==> src/rtl/brq_pkg.sv <==
`default_nettype none
// +--------------------------------------------------------------------+
// | brq_pkg : shared types and pointer helpers for br_retire_queue      |
// | Rev 1.0                                                             |
// +--------------------------------------------------------------------+
package brq_pkg;

    localparam int BPTAG_W   = 16;
    localparam int PHT_IDX_W = 14;
    localparam int CTR_W     = 2;

    typedef struct packed {
        logic               valid;
        logic               resolved;
        logic               pred;
        logic               actual;
        logic [BPTAG_W-1:0] bptag;
    } brq_entry_t;

    // Returns {wrap bits differ, index bits equal} for two wrap-bit pointers.
    function automatic logic [1:0] ptr_cmp(input logic [31:0] a,
                                           input logic [31:0] b,
                                           input int          idxw);
        logic [31:0] mask;
        mask    = (32'd1 << idxw) - 32'd1;
        ptr_cmp = {a[idxw] != b[idxw], ((a ^ b) & mask) == 32'd0};
    endfunction

endpackage
`default_nettype wire

==> src/rtl/br_retire_queue_if.sv <==
`default_nettype none
// +--------------------------------------------------------------------+
// | br_retire_queue_if : fetch / execute / ROB / predictor bundle       |
// | Rev 1.0                                                             |
// +--------------------------------------------------------------------+
interface br_retire_queue_if #(
    parameter int IDXW = 4
) ();
    logic            fetch_br_valid;
    logic [15:0]     fetch_bptag;
    logic            fetch_bptaken;
    logic            brq_full;
    logic [IDXW-1:0] brq_alloc_idx;
    logic            exe_br_valid;
    logic [IDXW-1:0] exe_br_idx;
    logic            exe_br_taken;
    logic            brq_mispredict;
    logic [IDXW-1:0] brq_mispredict_idx;
    logic            rob_br_retire;
    logic            rob_flush;
    logic            brq_head_ready;
    logic            brq_empty;
    logic            brq_ret_branch;
    logic [15:0]     brq_ret_bptag;
    logic            brq_ret_bptaken;

    modport master (
        output fetch_br_valid, fetch_bptag, fetch_bptaken,
        output exe_br_valid, exe_br_idx, exe_br_taken,
        output rob_br_retire, rob_flush,
        input  brq_full, brq_alloc_idx, brq_mispredict, brq_mispredict_idx,
        input  brq_head_ready, brq_empty,
        input  brq_ret_branch, brq_ret_bptag, brq_ret_bptaken
    );

    modport slave (
        input  fetch_br_valid, fetch_bptag, fetch_bptaken,
        input  exe_br_valid, exe_br_idx, exe_br_taken,
        input  rob_br_retire, rob_flush,
        output brq_full, brq_alloc_idx, brq_mispredict, brq_mispredict_idx,
        output brq_head_ready, brq_empty,
        output brq_ret_branch, brq_ret_bptag, brq_ret_bptaken
    );
endinterface
`default_nettype wire

==> src/rtl/brq_ptr.sv <==
`default_nettype none
// +--------------------------------------------------------------------+
// | brq_ptr : wrap-bit queue pointer with increment and clear           |
// | Rev 1.0                                                             |
// +--------------------------------------------------------------------+
module brq_ptr #(
    parameter int W = 5
) (
    input  wire logic         clk,
    input  wire logic         rst,
    input  wire logic         inc_i,
    input  wire logic         clr_i,
    output logic [W-1:0]      ptr_o
);
    logic [W-1:0] ptr_q;
    logic [W-1:0] ptr_d;

    // Clear dominates so a flush wins over a same-cycle increment.
    always_comb begin
        ptr_d = ptr_q;
        if (clr_i)
            ptr_d = '0;
        else if (inc_i)
            ptr_d = ptr_q + W'(1);
    end

    always_ff @(posedge clk or negedge rst) begin
        if (!rst)
            ptr_q <= '0;
        else
            ptr_q <= ptr_d;
    end

    assign ptr_o = ptr_q;
endmodule
`default_nettype wire

==> src/rtl/br_retire_queue.sv <==
`default_nettype none
// +--------------------------------------------------------------------+
// | br_retire_queue : program-ordered in-flight branch queue feeding   |
// | predictor training at ROB retire.                     Rev 1.0      |
// +--------------------------------------------------------------------+
module br_retire_queue
    import brq_pkg::*;
#(
    parameter int DEPTH = 16,
    parameter int IDXW  = 4
) (
    input  wire logic         clk,
    input  wire logic         rst,
    br_retire_queue_if.slave  bus
);
    localparam int PW = IDXW + 1;

    logic [PW-1:0]      head_q;
    logic [PW-1:0]      tail_q;
    logic [DEPTH-1:0]   valid_q,    valid_d;
    logic [DEPTH-1:0]   resolved_q, resolved_d;
    logic [DEPTH-1:0]   pred_q;
    logic [DEPTH-1:0]   actual_q;
    logic [BPTAG_W-1:0] bptag_q [DEPTH];
    logic               mispredict_q;
    logic [IDXW-1:0]    mispredict_idx_q;

    logic [IDXW-1:0]    w_head_idx;
    logic [IDXW-1:0]    w_tail_idx;
    logic [1:0]         w_cmp;
    logic               w_full;
    logic               w_empty;
    logic               w_head_ready;
    logic               w_do_alloc;
    logic               w_do_res;
    logic               w_do_ret;
    logic               w_mispred;
    brq_entry_t         w_head;

    assign w_head_idx = head_q[IDXW-1:0];
    assign w_tail_idx = tail_q[IDXW-1:0];
    assign w_cmp      = ptr_cmp(32'(head_q), 32'(tail_q), IDXW);
    assign w_full     = w_cmp[0] &  w_cmp[1];
    assign w_empty    = w_cmp[0] & ~w_cmp[1];

    assign w_head = '{valid:    valid_q[w_head_idx],
                      resolved: resolved_q[w_head_idx],
                      pred:     pred_q[w_head_idx],
                      actual:   actual_q[w_head_idx],
                      bptag:    bptag_q[w_head_idx]};

    assign w_head_ready = w_head.valid & w_head.resolved;
    assign w_do_alloc   = bus.fetch_br_valid & ~w_full & ~bus.rob_flush;
    assign w_do_res     = bus.exe_br_valid & ~bus.rob_flush
                        & valid_q[bus.exe_br_idx] & ~resolved_q[bus.exe_br_idx];
    // Retire is honoured even under flush so the mispredicting branch still trains.
    assign w_do_ret     = bus.rob_br_retire & w_head_ready;
    assign w_mispred    = w_do_res & (bus.exe_br_taken != pred_q[bus.exe_br_idx]);

    brq_ptr #(.W(PW)) u_head (
        .clk   (clk),
        .rst   (rst),
        .inc_i (w_do_ret),
        .clr_i (bus.rob_flush),
        .ptr_o (head_q)
    );

    brq_ptr #(.W(PW)) u_tail (
        .clk   (clk),
        .rst   (rst),
        .inc_i (w_do_alloc),
        .clr_i (bus.rob_flush),
        .ptr_o (tail_q)
    );

    always_comb begin
        valid_d    = valid_q;
        resolved_d = resolved_q;
        if (bus.rob_flush) begin
            valid_d    = '0;
            resolved_d = '0;
        end else begin
            if (w_do_alloc) begin
                valid_d[w_tail_idx]    = 1'b1;
                resolved_d[w_tail_idx] = 1'b0;
            end
            if (w_do_res)
                resolved_d[bus.exe_br_idx] = 1'b1;
            if (w_do_ret) begin
                valid_d[w_head_idx]    = 1'b0;
                resolved_d[w_head_idx] = 1'b0;
            end
        end
    end

    always_ff @(posedge clk or negedge rst) begin
        if (!rst) begin
            valid_q          <= '0;
            resolved_q       <= '0;
            mispredict_q     <= 1'b0;
            mispredict_idx_q <= '0;
        end else begin
            valid_q      <= valid_d;
            resolved_q   <= resolved_d;
            mispredict_q <= w_mispred;
            if (w_mispred)
                mispredict_idx_q <= bus.exe_br_idx;
        end
    end

    // Payload fields are qualified by valid/resolved, so they carry no reset.
    always_ff @(posedge clk) begin
        if (w_do_alloc) begin
            bptag_q[w_tail_idx] <= bus.fetch_bptag;
            pred_q[w_tail_idx]  <= bus.fetch_bptaken;
        end
        if (w_do_res)
            actual_q[bus.exe_br_idx] <= bus.exe_br_taken;
    end

    assign bus.brq_full           = w_full;
    assign bus.brq_empty          = w_empty;
    assign bus.brq_alloc_idx      = w_tail_idx;
    assign bus.brq_head_ready     = w_head_ready;
    assign bus.brq_mispredict     = mispredict_q;
    assign bus.brq_mispredict_idx = mispredict_idx_q;
    assign bus.brq_ret_branch     = w_do_ret;
    assign bus.brq_ret_bptag      = w_head_ready ? w_head.bptag : '0;
    assign bus.brq_ret_bptaken    = w_head_ready & w_head.actual;
endmodule
`default_nettype wire

==> src/flat_wrapper.sv <==
// flat-port wrapper written by rule: the top's interface ports become plain ports
module br_retire_queue_flat import brq_pkg::*;
#(
    parameter int DEPTH = 16,
    parameter int IDXW  = 4
)
  (clk, rst, bus_fetch_br_valid, bus_fetch_bptag, bus_fetch_bptaken, bus_exe_br_valid, bus_exe_br_idx, bus_exe_br_taken, bus_rob_br_retire, bus_rob_flush, bus_brq_full, bus_brq_alloc_idx, bus_brq_mispredict, bus_brq_mispredict_idx, bus_brq_head_ready, bus_brq_empty, bus_brq_ret_branch, bus_brq_ret_bptag, bus_brq_ret_bptaken);
  br_retire_queue_if #(.IDXW(IDXW)) bus_i ();
  input  wire logic clk;
  input  wire logic rst;
  input wire logic [$bits(bus_i.fetch_br_valid)-1:0] bus_fetch_br_valid;
  input wire logic [$bits(bus_i.fetch_bptag)-1:0] bus_fetch_bptag;
  input wire logic [$bits(bus_i.fetch_bptaken)-1:0] bus_fetch_bptaken;
  input wire logic [$bits(bus_i.exe_br_valid)-1:0] bus_exe_br_valid;
  input wire logic [$bits(bus_i.exe_br_idx)-1:0] bus_exe_br_idx;
  input wire logic [$bits(bus_i.exe_br_taken)-1:0] bus_exe_br_taken;
  input wire logic [$bits(bus_i.rob_br_retire)-1:0] bus_rob_br_retire;
  input wire logic [$bits(bus_i.rob_flush)-1:0] bus_rob_flush;
  output wire logic [$bits(bus_i.brq_full)-1:0] bus_brq_full;
  output wire logic [$bits(bus_i.brq_alloc_idx)-1:0] bus_brq_alloc_idx;
  output wire logic [$bits(bus_i.brq_mispredict)-1:0] bus_brq_mispredict;
  output wire logic [$bits(bus_i.brq_mispredict_idx)-1:0] bus_brq_mispredict_idx;
  output wire logic [$bits(bus_i.brq_head_ready)-1:0] bus_brq_head_ready;
  output wire logic [$bits(bus_i.brq_empty)-1:0] bus_brq_empty;
  output wire logic [$bits(bus_i.brq_ret_branch)-1:0] bus_brq_ret_branch;
  output wire logic [$bits(bus_i.brq_ret_bptag)-1:0] bus_brq_ret_bptag;
  output wire logic [$bits(bus_i.brq_ret_bptaken)-1:0] bus_brq_ret_bptaken;
  assign bus_i.fetch_br_valid = bus_fetch_br_valid;
  assign bus_i.fetch_bptag = bus_fetch_bptag;
  assign bus_i.fetch_bptaken = bus_fetch_bptaken;
  assign bus_i.exe_br_valid = bus_exe_br_valid;
  assign bus_i.exe_br_idx = bus_exe_br_idx;
  assign bus_i.exe_br_taken = bus_exe_br_taken;
  assign bus_i.rob_br_retire = bus_rob_br_retire;
  assign bus_i.rob_flush = bus_rob_flush;
  assign bus_brq_full = bus_i.brq_full;
  assign bus_brq_alloc_idx = bus_i.brq_alloc_idx;
  assign bus_brq_mispredict = bus_i.brq_mispredict;
  assign bus_brq_mispredict_idx = bus_i.brq_mispredict_idx;
  assign bus_brq_head_ready = bus_i.brq_head_ready;
  assign bus_brq_empty = bus_i.brq_empty;
  assign bus_brq_ret_branch = bus_i.brq_ret_branch;
  assign bus_brq_ret_bptag = bus_i.brq_ret_bptag;
  assign bus_brq_ret_bptaken = bus_i.brq_ret_bptaken;
  br_retire_queue #(.DEPTH(DEPTH), .IDXW(IDXW)) u_core (.clk(clk), .rst(rst), .bus(bus_i));
endmodule
==> config.mk <==
export PLATFORM = sky130hd
export DESIGN_NAME = br_retire_queue_flat
export DESIGN_NICKNAME = d
export VERILOG_FILES = /design/src/rtl/brq_pkg.sv /design/src/rtl/br_retire_queue_if.sv /design/src/rtl/brq_ptr.sv /design/src/rtl/br_retire_queue.sv /design/src/flat_wrapper.sv
export SDC_FILE = /design/constraint.sdc
export NUM_CORES = 1
export LEC_CHECK = 0
export CORE_ASPECT_RATIO = 0.5
export CORE_MARGIN = 8
export CORE_UTILIZATION = 27
export DETAILED_ROUTE_END_ITERATION = 12
export PLACE_DENSITY = 0.4
export SKIP_LAST_GASP = 1
export SLEW_MARGIN = 20
export SYNTH_ARGS = -nofsm -noshare
export SYNTH_HDL_FRONTEND = slang
export SYNTH_SLANG_ARGS = --single-unit
==> constraint.sdc <==
create_clock -name clk -period 3.4 [get_ports clk]
set_input_delay 0.68 -clock clk [delete_from_list [all_inputs] [get_ports clk]]
set_output_delay 0.68 -clock clk [all_outputs]
set_load 0.01 [all_outputs]
**After elaboration in Yosys (flattened, before gate mapping)**

Memories as Yosys holds them, arrays and structs flattened.
Cells that the tools add are included.

- Multiplexer cells: 37
- $add $sub $neg: 2
- Bitwise logic cells: 23
- Eq/ne operators: 2
- Magnitude comparators: 6
- Reduce and logical (&&, ||, !) cells: 6

Operators with widths:

| cell | count |
|---|---|
| 2-to-1 mux 16 bit | 11 |
| bitwise AND 16 bit | 3 |
| bitwise mux 16 bit | 2 |
| logical NOT 32 bit | 1 |
| inverter 16 bit | 2 |
| bitwise OR 16 bit | 2 |
| binary-select mux 1 bit (select 4 bit) | 6 |
| 2-to-1 mux 5 bit | 4 |
| < comparator 4 x 5 -> 1 bit (second input constant) | 3 |
| demux 1 bit (select 4 bit) | 3 |
| >= comparator 4 x 1 -> 1 bit (second input constant) | 3 |
| bitwise AND 1 bit | 11 |
| 2-to-1 mux 1 bit | 11 |
| adder 5 x 1 -> 5 bit (second input constant) | 2 |
| inverter 1 bit | 4 |
| nonzero test 2 bit | 2 |
| bitwise XOR 4 bit | 1 |
| logical AND 1 bit | 3 |
| != test 1 bit | 2 |

- Memories kept: 1
- Input bits: 28
- Output and inout port bits: 30
- Memory bits (writable): 256
- Register bits after elaboration: 79

Memories:

| name | words | width | read ports | clocked after Yosys merged registers in | wr ports | line | source |
|---|---|---|---|---|---|---|---|
| u_core.bptag_q | 16 | 16 | 1 | 0 | 1 | br_retire_queue.sv:24 | `logic [BPTAG_W-1:0] bptag_q [DEPTH];` |

**Logic depth before layout (Yosys ltp)**

- Depth in word-level cells: 14
- Depth in mapped cells: 10
- Gate-level depth less buffers: 8

**By module**

A second synthesis with hierarchy kept.

- Cell total of the unflattened synthesis: 730
- Area total of the unflattened synthesis: 13898.3 um2

Modules (own cells, without submodules):

| module | instances | cells an instance | sequential area each (um2) | area each (um2) |
|---|---|---|---|---|
| br_retire_queue | 1 | 686 | 9574.2 | 13392.8 |
| brq_ptr | 2 | 22 | 125.1 | 252.7 |

**Worst setup path before layout**

No wires, ideal clock.

- Path kind: reg-to-output
- Start point: reg u_core.u_head.ptr_q[0], in the netlist u_core.u_head.ptr_o[0]
- End point: out bus_brq_ret_bptag[0]
- Setup slack: 0.579 ns
- Data arrival time: 2.141 ns
- Data required time: 2.720 ns
- Cell stages (with the launch flop): 7
- Path through: dfrtp_1 buf_6 buf_6 buf_2 mux4_2 mux4_2 and3_1

- Word-level cells in the longest chain between the ends: 4

RTL lines:

| what | line | source |
|---|---|---|
| start: declaration | brq_ptr.sv:15 | `logic [W-1:0] ptr_q;` |
| start signal: assignment | brq_ptr.sv:31 | `ptr_q <= ptr_d;` |
| binary-select mux 1 bit (select 4 bit) (on tied branches) | br_retire_queue.sv:46, br_retire_queue.sv:47 |  |
| 2-to-1 mux 1 bit (on tied branches) | br_retire_queue.sv:46, br_retire_queue.sv:47 |  |
| bitwise AND 1 bit | br_retire_queue.sv:52 | `assign w_head_ready = w_head.valid & w_head.resolved;` |
| 2-to-1 mux 16 bit * | br_retire_queue.sv:128 | `assign bus.brq_ret_bptag = w_head_ready ? w_head.bptag : '0;` |
| end: declaration | flat_wrapper.sv:26 | `output wire logic [$bits(bus_i.brq_ret_bptag)-1:0] bus_brq_ret_bptag;` |

Mark *: on every way between the ends. The rest lies on a longest branch, timed or not. The select of a mux whose other input is x is not followed.

**Worst setup path after layout**

- Start point: reg u_core.u_head.ptr_q[0], in the netlist u_core.u_head.ptr_o[0]
- End point: out bus_brq_ret_bptag[7]

Same word-level chain as after synthesis.

==> impl_metrics.tcl <==
set metrics [dict create \
    syn_nets 791 \
    tritoncts "yes" \
    fin_area_mm2 0.0177 \
    grt_pass1_vias 8007 \
    ys_seq_elements 335 \
    place_hpwl_mm 24.0 \
    postLayoutSetupSlackWorst_ns -0.0533 \
    die_area_mm2 0.0605 \
    die_w_um 340 \
    place_congestion 0.799 \
    synth_fa_ha_area_share_pct 0.706 \
    hold_path_class "primary input to asynchronous set/reset pin" \
    min_period_ns 3.45 \
    power_density_mw_per_mm2 488 \
    worst_pin_slew_ns 0.633 \
    overflow 0 \
    pwr-share-seq_pct 52.3 \
    synth-simple-area-share_pct 5.38 \
    hold_viol_final 0 \
    ios 58 \
    p_clk_share_pct 43.9 \
    synth_ff_type "edfxtp_1" \
    ys_types 46 \
    antenna_found_initial 0 \
    slew_viol_final 0 \
    wl_per_cell_um 25.6 \
    synth-xor-area-share_pct 0.989 \
    yosysSeqAreaShare_pct 69.3 \
    finalSetupViolCount 9 \
    cp_data_arrival_time_ns 2.77 \
    swShare_pct 21.1 \
    clk_path_buf_depth 3 \
    finalNonFillerCells 1612 \
    die_height_um 178 \
    cts_root_buf "clkbuf_16" \
    fin_crit_sh_pct 102 \
    outcome "complete, but fails checks" \
    yosysWarnings 0 \
    grt_usage_pct 13.5 \
    critPathLaunchType "flop" \
    cts.reportedPaths.clkPinSlew_ns 0.06 \
    synth_edf_count 288 \
    crit_path_end_kind "primary output" \
    avgViaCountPerCell 4.82 \
    synth_top_family_by_area "multiplexers" \
    combPwrFrac_pct 3.8 \
    maxClockFrequency_mhz 290 \
    ir_drop_uv 353 \
    place_area_mm2 0.0160 \
    crit_path_max_fanout 7 \
    core_area_mm2 0.0519 \
    portBuffers 57 \
    skew_ns 0.0205 \
    intPower_uw 6810 \
    cap_violations 0 \
    ant_nets 0 \
    syn_inst 755 \
    async_flop_share_pct 14.0 \
    htree_levels 2 \
    pre_cts_slack_ns 0.0853 \
    p_sw_uw 1820 \
    cts_sinks 335 \
    row_count 59 \
    failed_checks "negative setup slack" \
    drive_gt1_share_pct 31.8 \
    grt_pass1_wl_mm 59.2 \
    grt_max_degree 29 \
    worstSetupPathType "flop to primary output" \
    rsz0062_at_grt "yes" \
    clock_latency_ns 0.54 \
    first_pass_iters 4 \
    route.detailed.drc 0 \
    drt_first_iter_violations 599 \
    cp.required_ns 2.72 \
    initial_core_util_pct 27.3 \
    synth_mux_area_share_pct 17.2 \
    p_leak_uw 0.00587 \
    syn_avg_cell_area_um2 18.8 \
    vias 7775 \
    fin_nets 921 \
    dp_cells 1513 \
    n_antenna_cell 0 \
    syn_area_mm2 0.0142 \
    routed_wl_mm 41.2 \
    synth-compound-area-share_pct 3.80 \
    numCtsBuffers 36 \
    relSlewSlack_pct 57.8 \
    syn_to_final_growth_pct 24.8 \
]
[synthesized netlist by cell type, types with 6 or more instances]
cell type | number | area (µm²)
ha_1 | 8 | 100
a21oi_1 | 8 | 40.0
nand2_1 | 22 | 82.6
inv_1 | 23 | 86.3
a211oi_1 | 8 | 60.1
xnor2_1 | 12 | 105
nand4_1 | 8 | 50.1
o21ai_0 | 8 | 40.0
clkbuf_1 | 22 | 82.6
o21a_1 | 6 | 45.0
a221oi_2 | 6 | 90.1
nor2_1 | 36 | 135
buf_1 | 7 | 26.3
and3_1 | 21 | 131
buf_6 | 6 | 67.6
and2_1 | 9 | 56.3
nor2b_1 | 12 | 75.1
mux4_2 | 104 | 2340
edfxtp_1 | 288 | 8650
buf_2 | 14 | 70.1
a32oi_1 | 10 | 87.6
nand3_1 | 14 | 70.1
dfrtp_1 | 47 | 1180
a311oi_1 | 9 | 78.8
[power by group through the flow]
| stage | clock (µW) | sequential (µW) | combinational [µW] |
|---|---|---|---|
| 2_1_floorplan | 0 | 4590 | 123 |
| 3_3_place_gp | 0 | 4600 | 302 |
| 3_5_place_dp | 0 | 4600 | 305 |
| 4_1_cts | 3900 | 4510 | 314 |
| 5_1_grt | 4050 | 4510 | 351 |
| 6_report | 3790 | 4510 | 325 |
[cell families after synthesis]
kind of cell	Yosys count
xor+xnor	16
fa+ha+maj	8
simple gates	140
mux	113
buf+inv	77
flops	335
compound gates	66
[state kept, by name, summed over array words and instances (netlist names)]
name / cells
u_core.bus.brq_mispredict: 1
u_core.bus.brq_mispredict_idx: 4
u_core.resolved_q: 16
u_core.actual_q: 16
u_core.bptag_q: 256
u_core.pred_q: 16
u_core.u_tail.ptr_o: 5
u_core.u_head.ptr_o: 5
u_core.valid_q: 16
[layout by cell type (no fill, tap or decap), types with 22 or more instances in the layout]
cell and count:
buf_12 29, buf_4 44, clkbuf_16 37, clkdlybuf4s50_1 34, dfrtp_1 44, edfxtp_1 288
inv_1 23, mux4_2 104, nand2_1 22, nor2_1 32
[cell type report]
cell class                 count  area, µm²
fill                        4901      34200
inverter                      23       86.3
clock buffer                  45        935
clock inverter                19        175
tap                          701        877
sequential                   335       9830
multi-input combinational    343       4050
timing repair buffer         146       1730
[critical path: stages, from the launching register on]
cell     delay (ns)
dfrtp_4        0.51
buf_12         0.16
buf_16         0.14
buf_8          0.12
mux4_2         0.42
mux4_2         0.54
and3_1         0.20
buf_2          0.13
[stage by stage]
| stage | hold slack, ns | setup TNS (ns) | total power, µW | utilization [%] |
|---|---|---|---|---|
| after floorplan | 0.384 | 0 | 4720 | - |
| after global placement | 0.478 | 0 | 4900 | 30.9 |
| after detailed placement | 0.475 | 0 | 4900 | 30.9 |
| after CTS | 0.177 | -0.478 | 8720 | 33.7 |
| after global routing | 0.202 | -1.11 | 8910 | 34.1 |
| final | 0.176 | -0.209 | 8630 | 34.1 |
[worst paths after layout]
| check | start | endpoint | slack (ns) | cells after the start |
|---|---|---|---|---|
| setup / recovery | u_core.u_head.ptr_o[0] | bus_brq_ret_bptag[7] | -0.05 | 7 |
| hold / removal | rst | u_core.valid_q[0] | 0.18 | 1 |
| setup reg to reg | u_core.u_head.ptr_o[0] | u_core.bptag_q[15][9] | 0.19 | 13 |
| hold reg to reg | u_core.bus.brq_mispredict_idx[1] | u_core.bus.brq_mispredict_idx[1] | 0.48 | 1 |
| max in group asynchronous | rst | u_core.bus.brq_mispredict_idx[3] | 2.53 | 2 |
| min in group clk | u_core.bus.brq_mispredict_idx[1] | u_core.bus.brq_mispredict_idx[1] | 0.48 | 1 |
[what timing repair did]
action                     CTS  global route
setup buffers               19            13
cloned                       5             1
resized for setup           92            26
hold buffers                 0             0
pin swaps                   12             7
setup endpoints to repair   20            17
[layer usage]
layer	GRT usage (%)	wire length [µm]	vias to the layer above
li1	-	-	3339
met1	19.2	19300	4189
met2	20.9	18800	196
met3	2.57	2130	51
met4	3.67	970	0
met5	0	0	-
(Power assumes the default switching activity.)
